### src/rtl/branch_predictor_bht.sv
// ---------------------------------------------------------------------------
// branch_predictor_bht
//   Branch history table of 2-bit saturating counters indexed by PC[IDX_W+1:2].
//   Gives a zero-latency taken prediction to fetch, trains from the resolved
//   execute-stage outcome, runs a multi-cycle table clear, and keeps
//   saturating branch / mispredict counters.
//
// Ports
//   clk, rst_n           core clock, async active-low reset
//   lkp_vld, lkp_pc      lookup request from fetch
//   br_pred              predicted taken (combinational from table state)
//   upd_vld, upd_pc      resolved conditional branch from execute
//   upd_taken, upd_flush actual outcome / mispredict flag
//   clr_req              one-cycle pulse requesting a full table clear
//   clr_busy             clear sweep in progress
//   br_cnt, mis_cnt      resolved-branch and mispredict counters
// ---------------------------------------------------------------------------
module branch_predictor_bht #(
    parameter int IDX_W = 6,
    parameter int PC_W  = 32,
    parameter int CNT_W = 32
) (
    input  logic             clk,
    input  logic             rst_n,
    input  logic             lkp_vld,
    input  logic [PC_W-1:0]  lkp_pc,
    output logic             br_pred,
    input  logic             upd_vld,
    input  logic [PC_W-1:0]  upd_pc,
    input  logic             upd_taken,
    input  logic             upd_flush,
    input  logic             clr_req,
    output logic             clr_busy,
    output logic [CNT_W-1:0] br_cnt,
    output logic [CNT_W-1:0] mis_cnt
);

    localparam int DEPTH = 1 << IDX_W;

    typedef enum logic {IDLE, CLEAR} state_t;

    state_t           state, state_nxt;
    logic [IDX_W:0]   clr_ptr, clr_ptr_nxt;   // MSB set = sweep finished
    logic [1:0]       tbl [DEPTH];

    logic [IDX_W-1:0] lkp_idx, upd_idx;
    logic [1:0]       upd_cur, upd_nxt;
    logic             upd_en;

    // Only the word-index bits of the PCs select an entry.
    logic unused_pc_bits;
    assign unused_pc_bits = ^{lkp_pc[PC_W-1:IDX_W+2], lkp_pc[1:0],
                              upd_pc[PC_W-1:IDX_W+2], upd_pc[1:0]};

    assign lkp_idx  = lkp_pc[IDX_W+1:2];
    assign upd_idx  = upd_pc[IDX_W+1:2];
    assign clr_busy = (state == CLEAR);

    // No forwarding: a same-cycle update to the looked-up entry is not seen.
    assign br_pred = lkp_vld & ~clr_busy & tbl[lkp_idx][1];

    // A clear request in the same IDLE cycle wins over the table update.
    assign upd_en  = upd_vld & (state == IDLE) & ~clr_req;
    assign upd_cur = tbl[upd_idx];

    always_comb begin
        upd_nxt = upd_cur;
        if (upd_taken) begin
            if (upd_cur != 2'b11) upd_nxt = upd_cur + 2'd1;
        end else begin
            if (upd_cur != 2'b00) upd_nxt = upd_cur - 2'd1;
        end
    end

    // Clear FSM: next state / pointer
    always_comb begin
        state_nxt   = state;
        clr_ptr_nxt = clr_ptr;
        case (state)
            IDLE: begin
                if (clr_req) begin
                    state_nxt   = CLEAR;
                    clr_ptr_nxt = '0;
                end
            end
            CLEAR: begin
                clr_ptr_nxt = clr_ptr + 1'b1;
                // Leave once the last entry is being written this cycle.
                if (clr_ptr_nxt[IDX_W]) state_nxt = IDLE;
            end
            default: state_nxt = IDLE;
        endcase
    end

    always_ff @(posedge clk or negedge rst_n) begin
        if (!rst_n) begin
            state   <= IDLE;
            clr_ptr <= '0;
        end else begin
            state   <= state_nxt;
            clr_ptr <= clr_ptr_nxt;
        end
    end

    always_ff @(posedge clk or negedge rst_n) begin
        if (!rst_n) begin
            for (int i = 0; i < DEPTH; i++) tbl[i] <= 2'b01;
        end else if (state == CLEAR) begin
            tbl[clr_ptr[IDX_W-1:0]] <= 2'b01;
        end else if (upd_en) begin
            tbl[upd_idx] <= upd_nxt;
        end
    end

    // Counters run regardless of clear state and stick at all-ones.
    always_ff @(posedge clk or negedge rst_n) begin
        if (!rst_n) begin
            br_cnt  <= '0;
            mis_cnt <= '0;
        end else begin
            if (upd_vld && !(&br_cnt))
                br_cnt <= br_cnt + CNT_W'(1);
            if (upd_vld && upd_flush && !(&mis_cnt))
                mis_cnt <= mis_cnt + CNT_W'(1);
        end
    end

endmodule

### config.mk
export PLATFORM = sky130hd
export DESIGN_NAME = branch_predictor_bht
export DESIGN_NICKNAME = d
export VERILOG_FILES = /design/src/rtl/branch_predictor_bht.sv
export SDC_FILE = /design/constraint.sdc
export NUM_CORES = 1
export LEC_CHECK = 0
export CAP_MARGIN = 20
export CORE_AREA = 4 4 150 167
export CTS_CLUSTER_DIAMETER = 200
export DETAILED_ROUTE_END_ITERATION = 6
export DIE_AREA = 0 0 154 171
export PLACE_DENSITY = 0.72
export SLEW_MARGIN = 10
export SYNTH_ARGS = -nofsm -noshare
export SYNTH_HDL_FRONTEND = slang
export SYNTH_SLANG_ARGS = --single-unit
### constraint.sdc
create_clock -name clk -period 3.6 [get_ports clk]
set_input_delay 0.36 -clock clk [delete_from_list [all_inputs] [get_ports clk]]
set_output_delay 0.36 -clock clk [all_outputs]
set_load 0.005 [all_outputs]
==> results of run 1 <==
-- worst max-delay path, delay by kind of cell --
family        cells  cell delay, ns
simple gates      1            0.19
mux               3            1.46
buf+inv           3            1.05
-- worst paths after layout --
kind / startpoint / endpoint / slack [ns] / cells after the start
worst min-delay path: br_cnt[24] / br_cnt[24] / 0.49 / 1
min in group asynchronous: rst_n / tbl[37] / 0.52 / 2
worst max register to register: tbl[37] / tbl[14] / 0.48 / 8
max in group asynchronous: rst_n / tbl[90] / 2.13 / 3
worst min register to register: br_cnt[24] / br_cnt[24] / 0.49 / 1
worst max-delay path: lkp_pc[2] / br_pred / 0.18 / 7
-- final cells by class --
| type | instances | area, um2 | area share (%) |
|---|---|---|---|
| clock buffer | 18 | 429 | 3.12 |
| clock inverter | 14 | 160 | 1.17 |
| inverter | 15 | 56.3 | 0.410 |
| multi-input combinational | 937 | 6060 | 44.1 |
| sequential | 200 | 5090 | 37.0 |
| tap | 305 | 382 | 2.78 |
| timing repair buffer | 163 | 1570 | 11.4 |
-- Yosys cell counts, drive strengths merged (11+ instances only) --
| library cell | n | area [um2] |
|---|---|---|
| nand2 | 155 | 582 |
| dfrtp | 136 | 3400 |
| nor2 | 129 | 492 |
| o21ai | 109 | 557 |
| a21oi | 67 | 339 |
| dfstp | 64 | 1680 |
| clkbuf | 50 | 188 |
| nand3 | 48 | 240 |
| mux2i | 42 | 420 |
| xnor2 | 39 | 342 |
| o22ai | 34 | 213 |
| mux4 | 31 | 698 |
| o211ai | 27 | 203 |
| xor2 | 27 | 236 |
| nor3 | 25 | 125 |
| buf | 24 | 168 |
| nand4 | 19 | 119 |
| nand3b | 15 | 113 |
| inv | 14 | 52.6 |
| and3 | 13 | 81.3 |
| nand2b | 13 | 88.8 |
| and2 | 11 | 68.8 |
-- registers in the layout, indices dropped and copies added, names as in the netlist --
name / cells
mis_cnt: 32
clr_busy: 1
br_cnt: 32
tbl: 128
clr_ptr: 7
-- logic make-up after synthesis --
logic type | count (synthesis) | synth area share (%)
simple gates | 475 | 19.6
compound gates | 311 | 16.9
flops | 200 | 44.0
buf+inv | 89 | 3.57
mux | 81 | 10.5
xor+xnor | 66 | 5.01
fa+ha+maj | 4 | 0.423
-- power by group through the flow --
stage	clock, mW	combinational, mW	sequential (mW)
2_1_floorplan	0	1.35	3.13
3_3_place_gp	0	2.06	3.33
3_5_place_dp	0	2.11	3.34
4_1_cts	1.96	2.12	3.31
5_1_grt	2.05	2.31	3.38
6_report	1.94	2.16	3.33
-- metal layers --
layer	GRT usage, %	vias up	share of wire, %	wire length [um]
met5	0	-	0	0
met4	17.0	0	6.0	2360
met3	7.97	131	10	4090
met2	46.2	635	44	17500
met1	38.5	5091	39	15500
li1	-	4685	-	-
-- repair_timing --
item | 4_1_cts | 5_1_grt
hold buffers | 1 | 0
endpoints found under the setup margin | 1 | 0
resized for setup | 1 | 0
endpoints found under the hold margin | 8 | 0
-- through the flow --
step           TNS, ns  power (mW)  area, um2
3_3_place_gp   -0.0931        5.39      13100
5_1_grt              0        7.74      13700
6_report             0        7.43      13700
4_1_cts              0        7.39      13700
3_5_place_dp   -0.0282        5.44      13100
2_1_floorplan        0        4.48      11500
==> summary.md, run 1 <==
| Metric | Value |
|---|---|
| Total wire length | `between 30000 and 40000 um` |
| Max clock buf depth | `2` |
| Final hold violation count | `0` |
| Critical Path AT | `3.06 ns` |
| Flop pwr share | `between 40% and 50%` |
| Critical path's most frequent cell | `mux4_2` |
| Crit-path max FO | `8` |
| Placed cell count | `1618` |
| CP Capture Type | `output port` |
| Switching share of power | `37.0%` |
| Vias in the first global route | `between 10000 and 15000` |
| Yosys warnings | `0` |
| First-pass GRT wire length | `a little over 60000 um` |
| Root Driver | `clkbuf_16` |
| Vias after detailed routing | `approximately 11000` |
| Initial DRC Count | `1010` |
| Critical path data required time | `3.24 ns` |
| Routed Antenna Nets | `0` |
| Netlist cell types | `75` |
| Hold Slack | `0.491 ns` |
| Area growth, synth to finish | `19.0%` |
| Top_reg_cell synth | `dfrtp_1` |
| Comb pwr share | `29.0%` |
| H-tree lvl count | `4` |
| Slew Viols, Final | `0` |
| Initial Util | `about half` |
| Total CTS buffers | `17` |
| Initial antenna violation count | `0` |
| Syn Inst Count | `1226` |
| Final GP Congestion | `1.01` |
| Psw | `2.75 mW` |
| Sequential-to-total area share from yosys stat | `~44%` |
| Setup WS pre-CTS | `-0.0242 ns` |
| Final worst-path cycle share | `95.0%` |
| Core area | `0.0234 mm2` |
| I/O Buffers | `84` |
| CP Launch Type | `input pin` |
| Reg clk slew, reported paths | `roughly 0.080 ns` |
| Internal power | `4.68 mW` |
| DIE AREA | `0.0263 mm2` |
| Crit path cell chain | `dlygate4sd2_1, bufbuf_16, mux4_2, mux4_2, mux4_2, and3_1, clkdlybuf4s50_1` |
| Crit path time final | `3.42 ns` |
| RSZ-0062 raised after global routing | `false` |
| Drt via density | `between 6 and 7` |
| Syn Nets | `1300` |
| Postcts setup bufs | `0` |
| Clock sink total | `200` |
| Commonest non-fill, non-tap cells in the layout | `nand2_1 (155), dfrtp_1 (135), nor2_1 (126)` |
| N_diodes | `0` |
| Critical Path Slowest Stage Cell | `mux4_2` |
| Most common cell after layout, fill and taps aside | `nand2_1` |
| LEAKAGE | `5.31 nW` |
| Crit path kind | `in -> out` |
| Final setup skew | `0.0133 ns` |
| Post-synth EDFFs | `0` |
| Fillcell total | `1996` |
| Chip width | `154 um` |
| Clk_lat worst skew | `0.45 ns` |
| # DRC | `0` |
| FP Rows | `59` |
| FMAX | `a little under 0.3 GHz` |
| GRT Resource Usage Total | `30.0%` |
| Worst min path class | `reg -> reg` |
| Detailed placement HPWL | `28000 um` |
| Worst vdd ir | `0.344 mV` |
| Ys async rst share | `100%` |
| Worst path max stage delay | `~0.52 ns` |
| Die height | `about 170 um` |
| Final non-filler cell total | `1652` |
| Worst-Margin Slew | `1.12 ns` |
| Final WS setup | `0.179 ns` |
| Nets | `1408` |
| Final Setup Violations | `0` |
| PD cells | `about 540 mW/mm2` |
| Total gr overflow | `0` |
| Clock Power Share | `26.1%` |
| Slew headroom | `about a quarter` |
| Average wire per standard cell | `23.9 um` |
| Run status | `finished, final reports clean` |
| Netlist Area Pre-Place | `around 0.012 mm2` |
| Layout Utilization | `about three fifths` |
| Max Cap Viol | `0` |
| Layout cell share with drive strength beyond 1 | `18.0%` |
| CTS tree | `built` |
| Syn_area_per_cell | `9.42 um2` |
| Pin count of the biggest net entering global routing | `84` |
| Initial DRT Pass Iterations | `6` |
| Flops & latches, synth | `200` |
| # IOs | `137` |
Power figures use the tool's default switching activity.
==> run 2, diff against run 1 <==
--- a/config.mk
+++ b/config.mk
@@ -7,8 +7,8 @@
 export LEC_CHECK = 0
 export CAP_MARGIN = 20
-export CORE_AREA = 4 4 150 167
+export CORE_AREA = 4 4 113 222
 export CTS_CLUSTER_DIAMETER = 200
 export DETAILED_ROUTE_END_ITERATION = 6
-export DIE_AREA = 0 0 154 171
+export DIE_AREA = 0 0 117 226
 export PLACE_DENSITY = 0.72
 export SLEW_MARGIN = 10
==> constraint.sdc (replaced) <==
create_clock -name clk -period 3.6 [get_ports clk]
set_input_delay 1.08 -clock clk [delete_from_list [all_inputs] [get_ports clk]]
set_output_delay 1.08 -clock clk [all_outputs]
set_load 0.005 [all_outputs]
==> run 2 against run 1 <==
  * Register-to-register slack better by 0.20 ns
  * Highest routed layer is now met5
  * Worst setup slack got worse by 0.78 ns
  * The run now ends with negative setup slack left
  * Critical path type unchanged
  * Utilization rose by 4.4 points
==> summary.md, run 2 (synthesis gave the netlist of run 1 again) <==
| Metric | Value |
|---|---|
| Initial DRC Count | `1181` |
| Critical Path Slowest Stage Cell | `mux4_2` |
| Drt via density | `6.56` |
| Routed Antenna Nets | `0` |
| Hold Slack | `0.496 ns` |
| Core area | `0.0233 mm2` |
| Detailed placement HPWL | `34900 um` |
| Pwr Total | `about 7.7 mW` |
| CTS Hold Bufs | `0` |
| Final GP Congestion | `1.08` |
| Initial DRT Pass Iterations | `6` |
| Crit path cell chain | `buf_12, buf_12, mux4_2, mux4_2, mux4_2, and3_4, buf_6` |
| Average wire per standard cell | `27.9 um` |
| N_diodes | `0` |
| Top flop regs | `tbl (128), br_cnt (32), mis_cnt (32)` |
| Family with the most delay on the worst path | `multiplexers` |
| Setup WS pre-CTS | `-1.41 ns` |
| Run status | `finished with violations` |
| Crit path kind | `in -> out` |
| Vias after detailed routing | `approximately 11000` |
| RSZ-0062 raised after global routing | `true` |
| Clk_lat worst skew | `approximately 0.47 ns` |
| Final worst-path cycle share | `117%` |
| Initial antenna violation count | `3` |
| FMAX | `0.238 GHz` |
| Pin count of the biggest net entering global routing | `79` |
| Total CTS buffers | `17` |
| Total wire length | `around 49000 um` |
| LEAKAGE | `5.92 nW` |
| Layout Utilization | `63.1%` |
| Crit path buffers/inverters | `3` |
| Vias in the first global route | `11745` |
| Most common cell after layout, fill and taps aside | `buf_4` |
| Nets | `approximately 1500` |
| # IOs | `137` |
| Max Cap Viol | `0` |
| Total gr overflow | `0` |
| CTS tree | `built` |
| Initial Util | `49.5%` |
| Final hold violation count | `0` |
| CP Launch Type | `input pin` |
| H-tree lvl count | `4` |
| Reg clk slew, reported paths | `0.07 ns` |
| Worst path max stage delay | `0.51 ns` |
| Crit path time final | `about 4.2 ns` |
| Critical path data required time | `2.52 ns` |
| Clock sink total | `200` |
| Area growth, synth to finish | `27.5%` |
| Worst-Margin Slew | `~1.1 ns` |
| Root Driver | `clkbuf_16` |
| First-pass GRT wire length | `71500 um` |
| PD cells | `526 mW/mm2` |
| Slew Viols, Final | `0` |
| Critical Path AT | `3.12 ns` |
| Crit-path max FO | `8` |
| Die height | `226 um` |
| # DRC | `0` |
| Max clock buf depth | `2` |
| I/O Buffers | `84` |
| Final setup skew | `0.0126 ns` |
| Worst min path class | `reg -> reg` |
| Final WS setup | `-0.600 ns` |
| DIE AREA | `0.0264 mm2` |
| Slew headroom | `24.1%` |
| Placed cell count | `1696` |
| Worst vdd ir | `around 0.46 mV` |
| Failing checks | `negative setup slack` |
| Final Setup Violations | `1` |
| CP Capture Type | `output port` |
| Layout cell share with drive strength beyond 1 | `between 20% and 30%` |
| Most flop-heavy register | `tbl` |
| Final non-filler cell total | `1739` |
| FP Rows | `79` |
| Chip width | `117 um` |
| Max reg flops | `128` |
| GRT Resource Usage Total | `37.3%` |
| Critical path's most frequent cell | `mux4_2` |
| Commonest non-fill, non-tap cells in the layout | `buf_4 (171), nand2_1 (155), dfrtp_1 (135)` |
==> run 2: per-layer routing <==
metal / routed length (um) / up-vias / track usage, % / share of wire, %
li1: - / 4887 / - / -
met1: 15600 / 5511 / 38.8 / 32
met2: 23000 / 700 / 58.8 / 47
met3: 4260 / 304 / 11.1 / 8.8
met4: 5790 / 6 / 34.3 / 12
met5: 41 / - / 0 / 0.084
==> run 2: final timing paths <==
kind	cells after the start	to	start	slack (ns)
max in group asynchronous	2	tbl[102]	rst_n	2.05
min	1	br_cnt[24]	br_cnt[24]	0.50
max	7	br_pred	lkp_pc[2]	-0.60
min in group asynchronous	1	tbl[41]	rst_n	0.65
min reg2reg	1	br_cnt[24]	br_cnt[24]	0.50
max reg2reg	11	tbl[81]	tbl[104]	0.68
==> run 2: layout make-up <==
cell class	count	area [um2]
flip-flops and latches	200	5090
clock buffers	27	524
repair buffers	272	2470
inverters	15	58.8
clock inverters	5	38.8
fillers	1990	8600
well taps	283	354
multi-input cells	937	6190
==> run 2: through the flow <==
step	cell area, um2	TNS (ns)
2_1_floorplan	11600	-0.405
3_3_place_gp	13800	-53.10
3_5_place_dp	13800	-54.19
4_1_cts	14500	-0.614
5_1_grt	14700	-0.638
6_report	14700	-0.600
==> run 2: power by group <==
part,switching [mW],total [mW],internal [mW]
clock network,0.893,1.90,1.00
logic,1.38,2.43,1.05
registers,0.598,3.42,2.83
total,2.87,7.75,4.88
==> run 2: worst register-to-register path: stages, from the launching register on <==
cell	delay (ns)
dfstp_2	0.55
mux2i_1	0.08
mux4_2	0.52
a31oi_4	0.19
a211oi_1	0.08
buf_4	0.15
and3_1	0.16
maj3_2	0.41
buf_4	0.17
buf_6	0.13
a311o_1	0.36
o21ai_2	0.06
==> run 2: repair_timing <==
| item | CTS | global route |
|---|---|---|
| pin swaps | 2 | 10 |
| resized for setup | 30 | 29 |
| endpoints found under the setup margin | 31 | 122 |
| gates cloned | 2 | 2 |
| setup buffers | 0 | 6 |
==> run 3, diff against run 2 <==
Settings changed: PLACE_DENSITY 0.72 to default, PLACE_DENSITY_LB_ADDON from default to 0.1, SKIP_CTS_REPAIR_TIMING from default to 1.
==> run 3 against run 2 <==
  * Clock-buffer cell count is 8 lower
  * Cell area decreased by 1.5%
  * The flow still finishes with violations (negative setup slack)
  * Combinational power about the same
  * Cell count fell by 1.5%
  * Clock skew decreased by 0.0020 ns
  * Sequential share of layout area grew 0.52 points
  * Wire length up 0.18%
  * Largest power group unchanged
  * Sequential power hardly changed
  * Clock power increased by 6%
  * First-iteration DRC count shrank 12%
  * Non-clock buffer count down 27
==> summary.md, run 3 (synthesis gave the netlist of run 1 again) <==
| Metric | Value |
|---|---|
| Die height | `226 um` |
| Comb pwr share | `30.9%` |
| Hold_sp | `mis_cnt[20]` |
| Critical Path AT | `around 3.1 ns` |
| Vias after detailed routing | `11053` |
| CTS tree | `built` |
| Switching share of power | `37.3%` |
| Reg clk slew, reported paths | `0.07 ns` |
| Reg area | `0.00509 mm2` |
| Final GP Congestion | `1.06` |
| Worst vdd ir | `0.353 mV` |
| Worst min path class | `reg -> reg` |
| LEAKAGE | `5.82 nW` |
| Critical path launch point | `lkp_pc[2]` |
| Commonest non-fill, non-tap cells in the layout | `nand2_1 (155), buf_4 (146), dfrtp_1 (135)` |
| Pin count of the biggest net entering global routing | `81` |
| Critical path data required time | `2.52 ns` |
| Core area | `0.0233 mm2` |
| PD cells | `approximately 540 mW/mm2` |
| Final worst-path cycle share | `116%` |
| Fillcell total | `2043` |
| Crit path kind | `in -> out` |
| Flop pwr share | `43.3%` |
| Max clock buf depth | `2` |
| Setup_tns | `-0.580 ns` |
| Initial DRT Pass Iterations | `6` |
| Clock sink total | `200` |
| Drt via density | `~6.5` |
| CP Launch Type | `input pin` |
| Total gr overflow | `0` |
| Initial Util | `about half` |
| Crit path buffers/inverters | `3` |
| RSZ-0062 raised after global routing | `true` |
| Family with the most delay on the worst path | `multiplexers` |
| Total CTS buffers | `17` |
| Most flop-heavy register | `tbl` |
| FP Rows | `79` |
| Nets | `1490` |
| Layout Utilization | `62.2%` |
| Initial DRC Count | `1040` |
| Worst path max stage delay | `0.52 ns` |
| Final setup skew | `0.0106 ns` |
| CP Capture Type | `output port` |
| Chip width | `117 um` |
| Hold Slack | `0.488 ns` |
| Setup WS pre-CTS | `-1.39 ns` |
| Slew headroom | `40.0%` |
| Routed Antenna Nets | `0` |
| Max reg flops | `128` |
| # DRC | `0` |
| Clock Power Share | `25.8%` |
| GRT Resource Usage Total | `37.5%` |
| Psw | `roughly 3 mW` |
| # IOs | `137` |
| Internal power | `4.92 mW` |
| Slew Viols, Final | `0` |
| Layout cell share with drive strength beyond 1 | `23.7%` |
| Critical path's most frequent cell | `mux4_2` |
| First-pass GRT wire length | `70900 um` |
| Detailed placement HPWL | `36100 um` |
| Area growth, synth to finish | `25.7%` |
| Root Driver | `clkbuf_16` |
| Most common cell after layout, fill and taps aside | `nand2_1` |
| Max Cap Viol | `0` |
| Total wire length | `just under 50000 um` |
| RR Startpoint | `tbl[45]` |
| H-tree lvl count | `4` |
| Crit-path max FO | `8` |
| Top flop regs | `tbl (128), br_cnt (32), mis_cnt (32)` |
| DIE AREA | `0.0264 mm2` |
| Initial antenna violation count | `3` |
| Run status | `finished with violations` |
| Vias in the first global route | `11145` |
| Failing checks | `negative setup slack` |
| I/O Buffers | `84` |
| Final hold violation count | `0` |
| Clk_lat worst skew | `0.47 ns` |
| Average wire per standard cell | `between 20 and 30 um` |
| Worst-Margin Slew | `0.900 ns` |
| Critical Path Slowest Stage Cell | `mux4_2` |
| Crit path time final | `around 4.2 ns` |
| Multi-input logic area | `0.00613 mm2` |
| Final WS setup | `-0.580 ns` |
| Crit path cell chain | `buf_8, buf_12, mux4_2, mux4_2, mux4_2, and3_4, clkbuf_2` |
| FMAX | `0.239 GHz` |
| Final Setup Violations | `1` |
run 3: cell count changes in the layout (fill, tap and decap cells not counted), sizes merged:
cell          change
buf              -30
bufbuf            -1
bufinv            +2
clkbuf            -6
clkinv            +1
clkinvlp          -1
diode             +1
dlymetal6s2s      +2
inv               +6
run 3: metal layers:
layer  wire, um  up-vias  GRT usage, %
met5          0        -             0
met3       3450      256          8.58
met1      15900     5356          39.0
li1           -     4848             -
met4       5730        0          32.7
met2      23600      593          61.5
run 3: path summary, 6_finish.rpt:
kind | to | slack (ns) | cells after the start
hold / removal | mis_cnt[20] | 0.49 | 1
setup reg to reg | tbl[109] | 0.54 | 10
setup / recovery | br_pred | -0.58 | 7
max in group asynchronous | tbl[4] | 2.07 | 2
hold reg to reg | mis_cnt[20] | 0.49 | 1
min in group asynchronous | tbl[127] | 0.63 | 1
run 3: cell type report:
class | instances | area share (%)
diodes | 1 | 0.0172
well taps | 283 | 2.44
flip-flops and latches | 200 | 35.1
inverters | 15 | 0.405
clock inverters | 13 | 1.09
multi-input cells | 937 | 42.3
repair buffers | 245 | 15.7
clock buffers | 19 | 3.05
run 3: power by group through the flow:
| stage | sequential (mW) | clock, mW | combinational (mW) |
|---|---|---|---|
| 2_1_floorplan | 3.13 | 0 | 1.36 |
| 3_5_place_dp | 3.40 | 0 | 2.33 |
| 6_report | 3.40 | 2.02 | 2.42 |
| 5_1_grt | 3.43 | 2.14 | 2.58 |
| 4_1_cts | 3.36 | 2.05 | 2.33 |
| 3_3_place_gp | 3.40 | 0 | 2.29 |
run 3: metrics by stage:
| stage | cells | total power [mW] | cell area (um2) |
|---|---|---|---|
| global route | 1712 | 8.15 | 14500 |
| CTS | 1705 | 7.75 | 14300 |
| global placement | 1673 | 5.68 | 13700 |
| detailed placement | 1673 | 5.72 | 13700 |
| finish | 1713 | 7.84 | 14500 |
| floorplan | 1226 | 4.49 | 11600 |
